[src/rtl/serial_subtractor.sv]
`default_nettype none
// ============================================================================
//  Module   : serial_subtractor
//  Purpose  : Bit-serial subtractor. It computes d = a - b - bin LSB first,
//             using one full-subtractor cell per clock over WIDTH cycles.
//             Operands arrive on a valid/ready handshake, and results leave
//             on a valid/ready handshake.
//  Revision : 1.0  initial release
// ----------------------------------------------------------------------------
//  Ports
//    clk        in   1      rising-edge clock
//    rst_n      in   1      synchronous, active-low reset
//    in_valid   in   1      a, b and bin are valid this cycle
//    in_ready   out  1      block can accept an operand set (IDLE)
//    a          in   WIDTH  minuend
//    b          in   WIDTH  subtrahend
//    bin        in   1      borrow-in
//    out_valid  out  1      d, bout and ovf are valid (DONE)
//    out_ready  in   1      consumer accepts the result
//    d          out  WIDTH  difference a - b - bin, mod 2^WIDTH
//    bout       out  1      borrow-out (a < b + bin, unsigned)
//    ovf        out  1      two's-complement overflow of a - b - bin
// ============================================================================
module serial_subtractor #(
   parameter int WIDTH = 4
) (
   input  logic             clk,
   input  logic             rst_n,
   input  logic             in_valid,
   output logic             in_ready,
   input  logic [WIDTH-1:0] a,
   input  logic [WIDTH-1:0] b,
   input  logic             bin,
   output logic             out_valid,
   input  logic             out_ready,
   output logic [WIDTH-1:0] d,
   output logic             bout,
   output logic             ovf
);

   localparam int               c_CNT_W = $clog2(WIDTH);
   localparam logic [c_CNT_W-1:0] c_LAST = c_CNT_W'(WIDTH - 1);

   localparam logic [1:0] c_IDLE = 2'd0;
   localparam logic [1:0] c_RUN  = 2'd1;
   localparam logic [1:0] c_DONE = 2'd2;

   logic [1:0]         r_state;
   logic [1:0]         w_state_nxt;

   logic [WIDTH-1:0]   r_a;
   logic [WIDTH-1:0]   r_b;
   logic               r_brw;
   logic [c_CNT_W-1:0] r_cnt;
   // Partial result. It holds the WIDTH-1 bits already computed. The
   // final bit is merged directly into the output register.
   logic [WIDTH-2:0]   r_sh;
   logic [WIDTH-1:0]   r_d;
   logic               r_bout;
   logic               r_ovf;

   logic               w_ai;
   logic               w_bi;
   logic               w_di;
   logic               w_brw_nxt;
   logic [WIDTH-1:0]   w_cat;

   // ---------------------------------------------------------------------
   // FSM: state register
   // ---------------------------------------------------------------------
   always_ff @(posedge clk) begin
      if (!rst_n) begin
         r_state <= c_IDLE;
      end else begin
         r_state <= w_state_nxt;
      end
   end

   // ---------------------------------------------------------------------
   // FSM: next-state logic
   // ---------------------------------------------------------------------
   always_comb begin
      w_state_nxt = r_state;
      case (r_state)
         c_IDLE:  if (in_valid)          w_state_nxt = c_RUN;
         c_RUN:   if (r_cnt == c_LAST)   w_state_nxt = c_DONE;
         c_DONE:  if (out_ready)         w_state_nxt = c_IDLE;
         default:                        w_state_nxt = c_IDLE;
      endcase
   end

   // ---------------------------------------------------------------------
   // FSM: outputs (decoded from registered state only)
   // ---------------------------------------------------------------------
   always_comb begin
      in_ready  = 1'b0;
      out_valid = 1'b0;
      case (r_state)
         c_IDLE:  in_ready  = 1'b1;
         c_DONE:  out_valid = 1'b1;
         default: ;
      endcase
   end

   // ---------------------------------------------------------------------
   // Full-subtractor cell for the current bit
   // ---------------------------------------------------------------------
   assign w_ai      = r_a[r_cnt];
   assign w_bi      = r_b[r_cnt];
   assign w_di      = w_ai ^ w_bi ^ r_brw;
   assign w_brw_nxt = (~w_ai & w_bi) | (~(w_ai ^ w_bi) & r_brw);

   // The new bit enters at the MSB end. After the last bit, this value is
   // the complete difference.
   assign w_cat     = {w_di, r_sh};

   // ---------------------------------------------------------------------
   // Datapath
   // ---------------------------------------------------------------------
   always_ff @(posedge clk) begin
      if (!rst_n) begin
         r_a    <= '0;
         r_b    <= '0;
         r_brw  <= 1'b0;
         r_cnt  <= '0;
         r_sh   <= '0;
         r_d    <= '0;
         r_bout <= 1'b0;
         r_ovf  <= 1'b0;
      end else begin
         case (r_state)
            c_IDLE: begin
               if (in_valid) begin
                  r_a   <= a;
                  r_b   <= b;
                  r_brw <= bin;
                  r_cnt <= '0;
                  r_sh  <= '0;
               end
            end
            c_RUN: begin
               r_brw <= w_brw_nxt;
               r_sh  <= w_cat[WIDTH-1:1];
               if (r_cnt == c_LAST) begin
                  // The result is published only here, so it stays
                  // stable in DONE and after DONE until the next op ends.
                  r_d    <= w_cat;
                  r_bout <= w_brw_nxt;
                  r_ovf  <= (r_a[WIDTH-1] ^ r_b[WIDTH-1]) & (w_di ^ r_a[WIDTH-1]);
               end else begin
                  r_cnt <= r_cnt + c_CNT_W'(1);
               end
            end
            default: ;
         endcase
      end
   end

   assign d    = r_d;
   assign bout = r_bout;
   assign ovf  = r_ovf;

endmodule
`default_nettype wire

[config.mk]
export PLATFORM = sky130hd
export DESIGN_NAME = serial_subtractor
export DESIGN_NICKNAME = d
export VERILOG_FILES = /design/src/rtl/serial_subtractor.sv
export SDC_FILE = /design/constraint.sdc
export NUM_CORES = 1
export LEC_CHECK = 0
export ABC_AREA = 0
export BUFFER_PORTS_ARGS = -buffer_cell sky130_fd_sc_hd__clkbuf_2
export CAP_MARGIN = 40
export CORE_ASPECT_RATIO = 1.25
export CORE_MARGIN = 5
export CORE_UTILIZATION = 56
export CTS_CLUSTER_DIAMETER = 80
export DETAILED_ROUTE_END_ITERATION = 10
export GPL_TIMING_DRIVEN = 0
export HOLD_SLACK_MARGIN = 0.1
export PLACE_DENSITY = 0.93
export SLEW_MARGIN = 20
export SYNTH_ARGS = -nofsm -noshare
export SYNTH_HDL_FRONTEND = slang
export SYNTH_SLANG_ARGS = --single-unit
[constraint.sdc]
create_clock -name clk -period 4.55 [get_ports clk]
set_clock_uncertainty 0.15 [all_clocks]
set_input_delay 0 -clock clk [delete_from_list [all_inputs] [get_ports clk]]
set_output_delay 0 -clock clk [all_outputs]
set_load 0.1 [all_outputs]
=== Word level (Yosys, flattened, before mapping) ===
Index checks and enable logic that the tools add are counted.

* Logic and storage cells: 52
* Register bits: 22
* Bits in writable memories: 0
* Memories: 0
* Memory bits (read-only): 0
* Bits in latches: 0

* Div/mod/pow operators: 0
* Shift-type cells: 0
* Order comparisons: 1
* Reductions and logical operators: 7
* $mul: 0
* Muxes and demuxes: 17
* Bitwise logic cells: 10
* Equal/unequal tests: 7
* Add/subtract/negate cells: 1

{| class="wikitable"
|+ Operators by type and width
! cell !! count
|-
| two-way mux 2 bit || 5
|-
| != test 2 bit (second input constant) || 4
|-
| one-hot mux 2 bit (3 select lines) || 1
|-
| one-hot mux 3 bit (2 select lines) || 1
|-
| AND reduction 2 bit || 3
|-
| AND reduction 3 bit || 2
|-
| two-way mux 1 bit || 5
|-
| binary-select mux 1 bit (select 2 bit) || 2
|-
| == test 2 bit (second input constant) || 2
|-
| one-hot mux 2 bit (2 select lines) || 1
|-
| XOR 1 bit || 4
|-
| AND 1 bit || 3
|-
| less-than comparator 2 x 3 -> 1 bit (second input constant) || 1
|-
| two-way mux 3 bit || 1
|-
| adder 2 x 1 -> 2 bit (second input constant) || 1
|-
| == test 2 x 1 -> 1 bit (second input constant) || 1
|-
| logical NOT 2 bit || 1
|-
| NOT 1 bit || 2
|-
| one-hot mux 1 bit (2 select lines) || 1
|-
| nonzero test 2 bit || 1
|-
| bitwise OR 1 bit || 1
|}

=== Longest topological paths before layout ===
* Depth after elaboration: 7
* Mapped depth: 6

=== Worst setup path after synthesis ===
OpenSTA, ideal clock, no wires.

* Path type: register -> register
* From: reg r_state[1]
* To: reg r_state[1]
* Arrival: 2.151 ns
* Required time: 4.342 ns
* Library setup time: 0.058 ns
* Path slack: 2.191 ns
* Clock period less this slack: 2.359 ns
* Stages on the path, launching flop included: 5
* Buffers on the path: 1
* Cell sequence: dfxtp_1 buf_6 nor2b_1 nor2b_1 o21a_1

* Cells in the longest elaborated chain, start to end: 3
* Elaborated cells on any way between the ends: 8

{| class="wikitable"
|+ RTL lines
! what !! RTL line !! text
|-
| start: declaration || 48 || <nowiki>logic [1:0] r_state;</nowiki>
|-
| start signal: assignment || 73 || <nowiki>r_state <= c_IDLE;</nowiki>
|-
| start signal: assignment || 75 || <nowiki>r_state <= w_state_nxt;</nowiki>
|-
| == test 2 x 1 -> 1 bit (tied with other cells) || 84 || <nowiki>case (r_state)</nowiki>
|-
| != test 2 bit (no line) || n/a ||
|-
| AND reduction 3 bit (no line) || n/a ||
|}

Several ways; a longest one is shown, not always the timed one.
A chain may end at the register's enable or synchronous reset.

=== Final worst setup path ===
* From: reg r_cnt[0]
* To: reg r_brw

* Cells in the longest elaborated chain, start to end: 7
* Elaborated cells on any way between the ends: 11

{| class="wikitable"
|+ RTL lines
! what !! RTL line !! text
|-
| start: declaration || 54 || <nowiki>logic [c_CNT_W-1:0] r_cnt;</nowiki>
|-
| start signal: assignment || 151 || <nowiki>r_cnt <= r_cnt + c_CNT_W'(1);</nowiki>
|-
| binary-select mux 1 bit (select 2 bit), on equally long branches || 108, 109 ||
|-
| two-way mux 1 bit, on equally long branches || 108, 109 ||
|-
| XOR 1 bit || 111 || <nowiki>assign w_brw_nxt = (~w_ai & w_bi) | (~(w_ai ^ w_bi) & r_brw);</nowiki>
|-
| NOT 1 bit || 111 ||
|-
| AND 1 bit || 111 ||
|-
| bitwise OR 1 bit (*) || 111 ||
|-
| one-hot mux 1 bit (2 select lines) (*) || 131 || <nowiki>case (r_state)</nowiki>
|-
| end signal: assignment || 136 || <nowiki>r_brw <= bin;</nowiki>
|-
| end signal: assignment || 142 || <nowiki>r_brw <= w_brw_nxt;</nowiki>
|-
| end: declaration || 53 || <nowiki>logic r_brw;</nowiki>
|}

Every way passes the cells marked *; elsewhere a longest branch is shown, timed or not. The select of a mux whose other input is x is not followed.

==> impl_metrics.toml <==
[status]
outcome = "finished clean"

[cts]
clk_pin_slew_ns = 0.12
cts_buffers = 3
clkLatencyLatePin_ns = 0.30
cts_sinks = 22
htreeDepth = 1
cts_tree = "built"
cts_buffer_depth = 2
cts-root-buf = "clkbuf_4"

[yosys]
synth_cell_types = 30
synth.area.mux_share_pct = 9.26
ys_async_sr_fraction_pct = 0
ys_seq_area_share_pct = 42.9
yosys-top-cells-area = "dfxtp_1, nand2_1, a21boi_1, mux2i_1, mux4_2"
syn_inst = 104
synth-xor-area-share_pct = 0
ys.flop_type = "dfxtp_1"
synth-edff-count = 0
synth.avg_cell_area_um2 = 9.88
synth_fa_ha_area_share_pct = 3.17
yosysTopAreaCell = "dfxtp_1"
yosysTopAreaCellShare_pct = 42.9
synthesis.area_um2 = 1030
synth_warnings = 0
synth-compound-area-share_pct = 15.3
ys_ff_latch = 22
synth_nets = 119
synth_top_family_by_area = "simple AND/OR/NAND/NOR gates"
yosys.area_share.simple_pct = 23.5

[critical_path]
worstPathArrival_ns = 2.70
crit_start = "r_cnt[0]"
startpoint_type = "flop"
reg2reg_to = "r_brw"
crit_fanout = 5
required_ns = 4.65
rr_startpoint = "r_cnt[0]"
crit_path_cell_trace = "mux4_2 -> fa_1 -> a2bb2oi_1 -> a21boi_2 -> dlygate4sd3_1"
end_kind = "flop"
path_buf_inv = 1
crit_path_end = "r_brw"
cp_slowest_stage_delay_ns = 0.58
reg2regPathDepth = 5
crit_type = "reg -> reg"
crit_family = "buffers and inverters"
crit_cells = 5
r2r_slack_ns = 1.95
crit_slowest_cell = "dlygate4sd3_1"

[power_and_ir_drop]
power_leakage_nw = 0.605
p_per_area_nw_per_um2 = 267
ir_worst_vdd_mv = 0.223

[route]
vias = 980
viasPerCell = 5.60
drtPass1Iterations = 5
drtAntennaViolNets = 0
route.met2.wl_um = 1610
routed_wl_um = 2980
drc = 0
wl_met3_um = 116
wire_per_inst_um = 17.0
met1Wirelength_um = 1150
drtIter0Drc = 35
highest_layer = "met4"

[placed_design]
pre_cts_ws_ns = 2.28
portBuffers = 20
dp.cells = 143
gp_congestion = 0.802
hpwlAfterDp_um = 1580

[sta]
slew_violations = 0
setup_viol_count_final = 0
period_needed_ns = 2.60
hold_viol = 0
rsz0062_at_grt = "false"
worst_slack_ns = 1.95
post-route-period-util_pct = 57.1
worst_pin_slew_ns = 0.565
fin_tns_setup_ns = 0
relSlewSlack_pct = 62.5
max_freq_mhz = 385

[worst_hold_path]
hold_depth = 2
hold_class = "reg -> reg"

[global_routing]
grt_overflow = 0
antenna_found_initial = 0
grt_pass1_wl_um = 4770
grt_max_degree = 13
grt_use_total_pct = 21.9
grt_pass1_vias = 1011

[die]
fp-row-count = 17
core-area_um2 = 1770
initial_core_util_pct = 58.2
die_h_um = 57.9
pin_count = 21
die_area_um2 = 2800
die_x_um = 48.3

[final_layout]
layout.cells.non_filler = 175
fillers = 105
areaGrowthSynthToFinish_pct = 42.9
num_antenna_cells = 0
final_nets = 172
drive_gt1_share_pct = 23.7

[flow_run]
cap_violations = 0
## synth_stat cells, drive strengths merged (2+ instances only)
cell	count
and3b	2
mux2i	5
a21boi	12
inv	3
dfxtp	22
mux4	2
nor3b	2
a21oi	2
clkbuf	2
nand2	23
nor2	2
o21ai	3
nand3	4
nor2b	6
buf	4
## how the worst min path moves through the flow
stage,start,endpoint,slack (ns)
after floorplan,a[2],r_a[2],-0.02
after global placement,a[1],r_a[1],0.07
after detailed placement,a[3],r_a[3],0.08
after CTS,r_a[2],r_a[2],0.32
after global routing,r_a[2],r_a[2],0.36
final,r_a[2],r_a[2],0.32
## worst register-to-register path: cells and delay by family, from the launching register on
| family | cells | cell delay, ns |
|---|---|---|
| buf+inv | 1 | 0.58 |
| mux | 1 | 0.56 |
| flops | 1 | 0.50 |
| compound gates | 2 | 0.33 |
| fa+ha+maj | 1 | 0.43 |
## power breakdown
group	internal, mW	total (mW)	switching (mW)
Clock	0.0489	0.106	0.0568
Combinational	0.0410	0.0793	0.0383
Sequential	0.200	0.207	0.00691
Total	0.290	0.392	0.102
## flip-flops by register name, summed over array words and instances (netlist names)
register and count:
d 4, r_a 4, bout 1, r_state 2, r_b 4, r_brw 1, r_cnt 2, ovf 1
r_sh 3
## through the flow
step,instance area [um^2],util [%],power (mW),hold slack (ns)
finish,1470,83.1,0.392,0.320
global route,1470,83.1,0.409,0.359
global placement,1150,65.2,0.263,0.0719
CTS,1470,83.1,0.387,0.317
detailed placement,1150,65.2,0.266,0.0793
floorplan,1030,-,0.250,-0.0152
## metal layers
layer	vias to the layer above	global-route usage, %
met3	10	3.86
li1	459	-
met4	0	11.5
met2	29	40.3
met1	482	23.4
met5	-	0
## cell usage in the layout (no fill, tap or decap)
master         instances
a21boi_0               2
a21boi_1               8
a21boi_2               2
a21oi_1                2
a2bb2oi_1              1
and2b_1                1
and3b_1                2
buf_4                  1
buf_6                  3
clkbuf_1               2
clkbuf_2              20
clkbuf_4               3
clkbuf_8               1
dfxtp_1               22
dlygate4sd3_1         28
fa_1                   1
ha_1                   1
inv_1                  3
mux2i_1                5
mux4_2                 2
nand2_1               23
nand2b_2               1
nand3_1                2
nand3_2                2
nand4b_1               1
nor2_1                 2
nor2b_1                6
nor3b_1                1
nor3b_4                1
o211a_1                1
o21a_1                 1
o21ai_0                3
o32ai_1                1
or3b_4                 1
## final cells by class
cell class	instances	area [um^2]	area share [%]
clock buffer	4	36.3	2.47
timing repair buffer	48	380	25.9
sequential	22	440	30.0
buffer	6	48.8	3.32
multi-input combinational	73	527	35.9
inverter	3	11.3	0.767
tap	19	23.8	1.62
## cell families after synthesis
kind of cell               Yosys count
and+or+nand+nor                     43
adders and majority gates            2
AOI/OAI and AO/OA                   21
DFF                                 22
muxes                                7
buffers and inverters                9
## what timing repair did
action,4_1_cts,5_1_grt
setup buffers,0,0
gates resized for setup,0,0
hold buffers,28,0
endpoints found under the hold margin,16,0
Power figures use the tool's default switching activity.
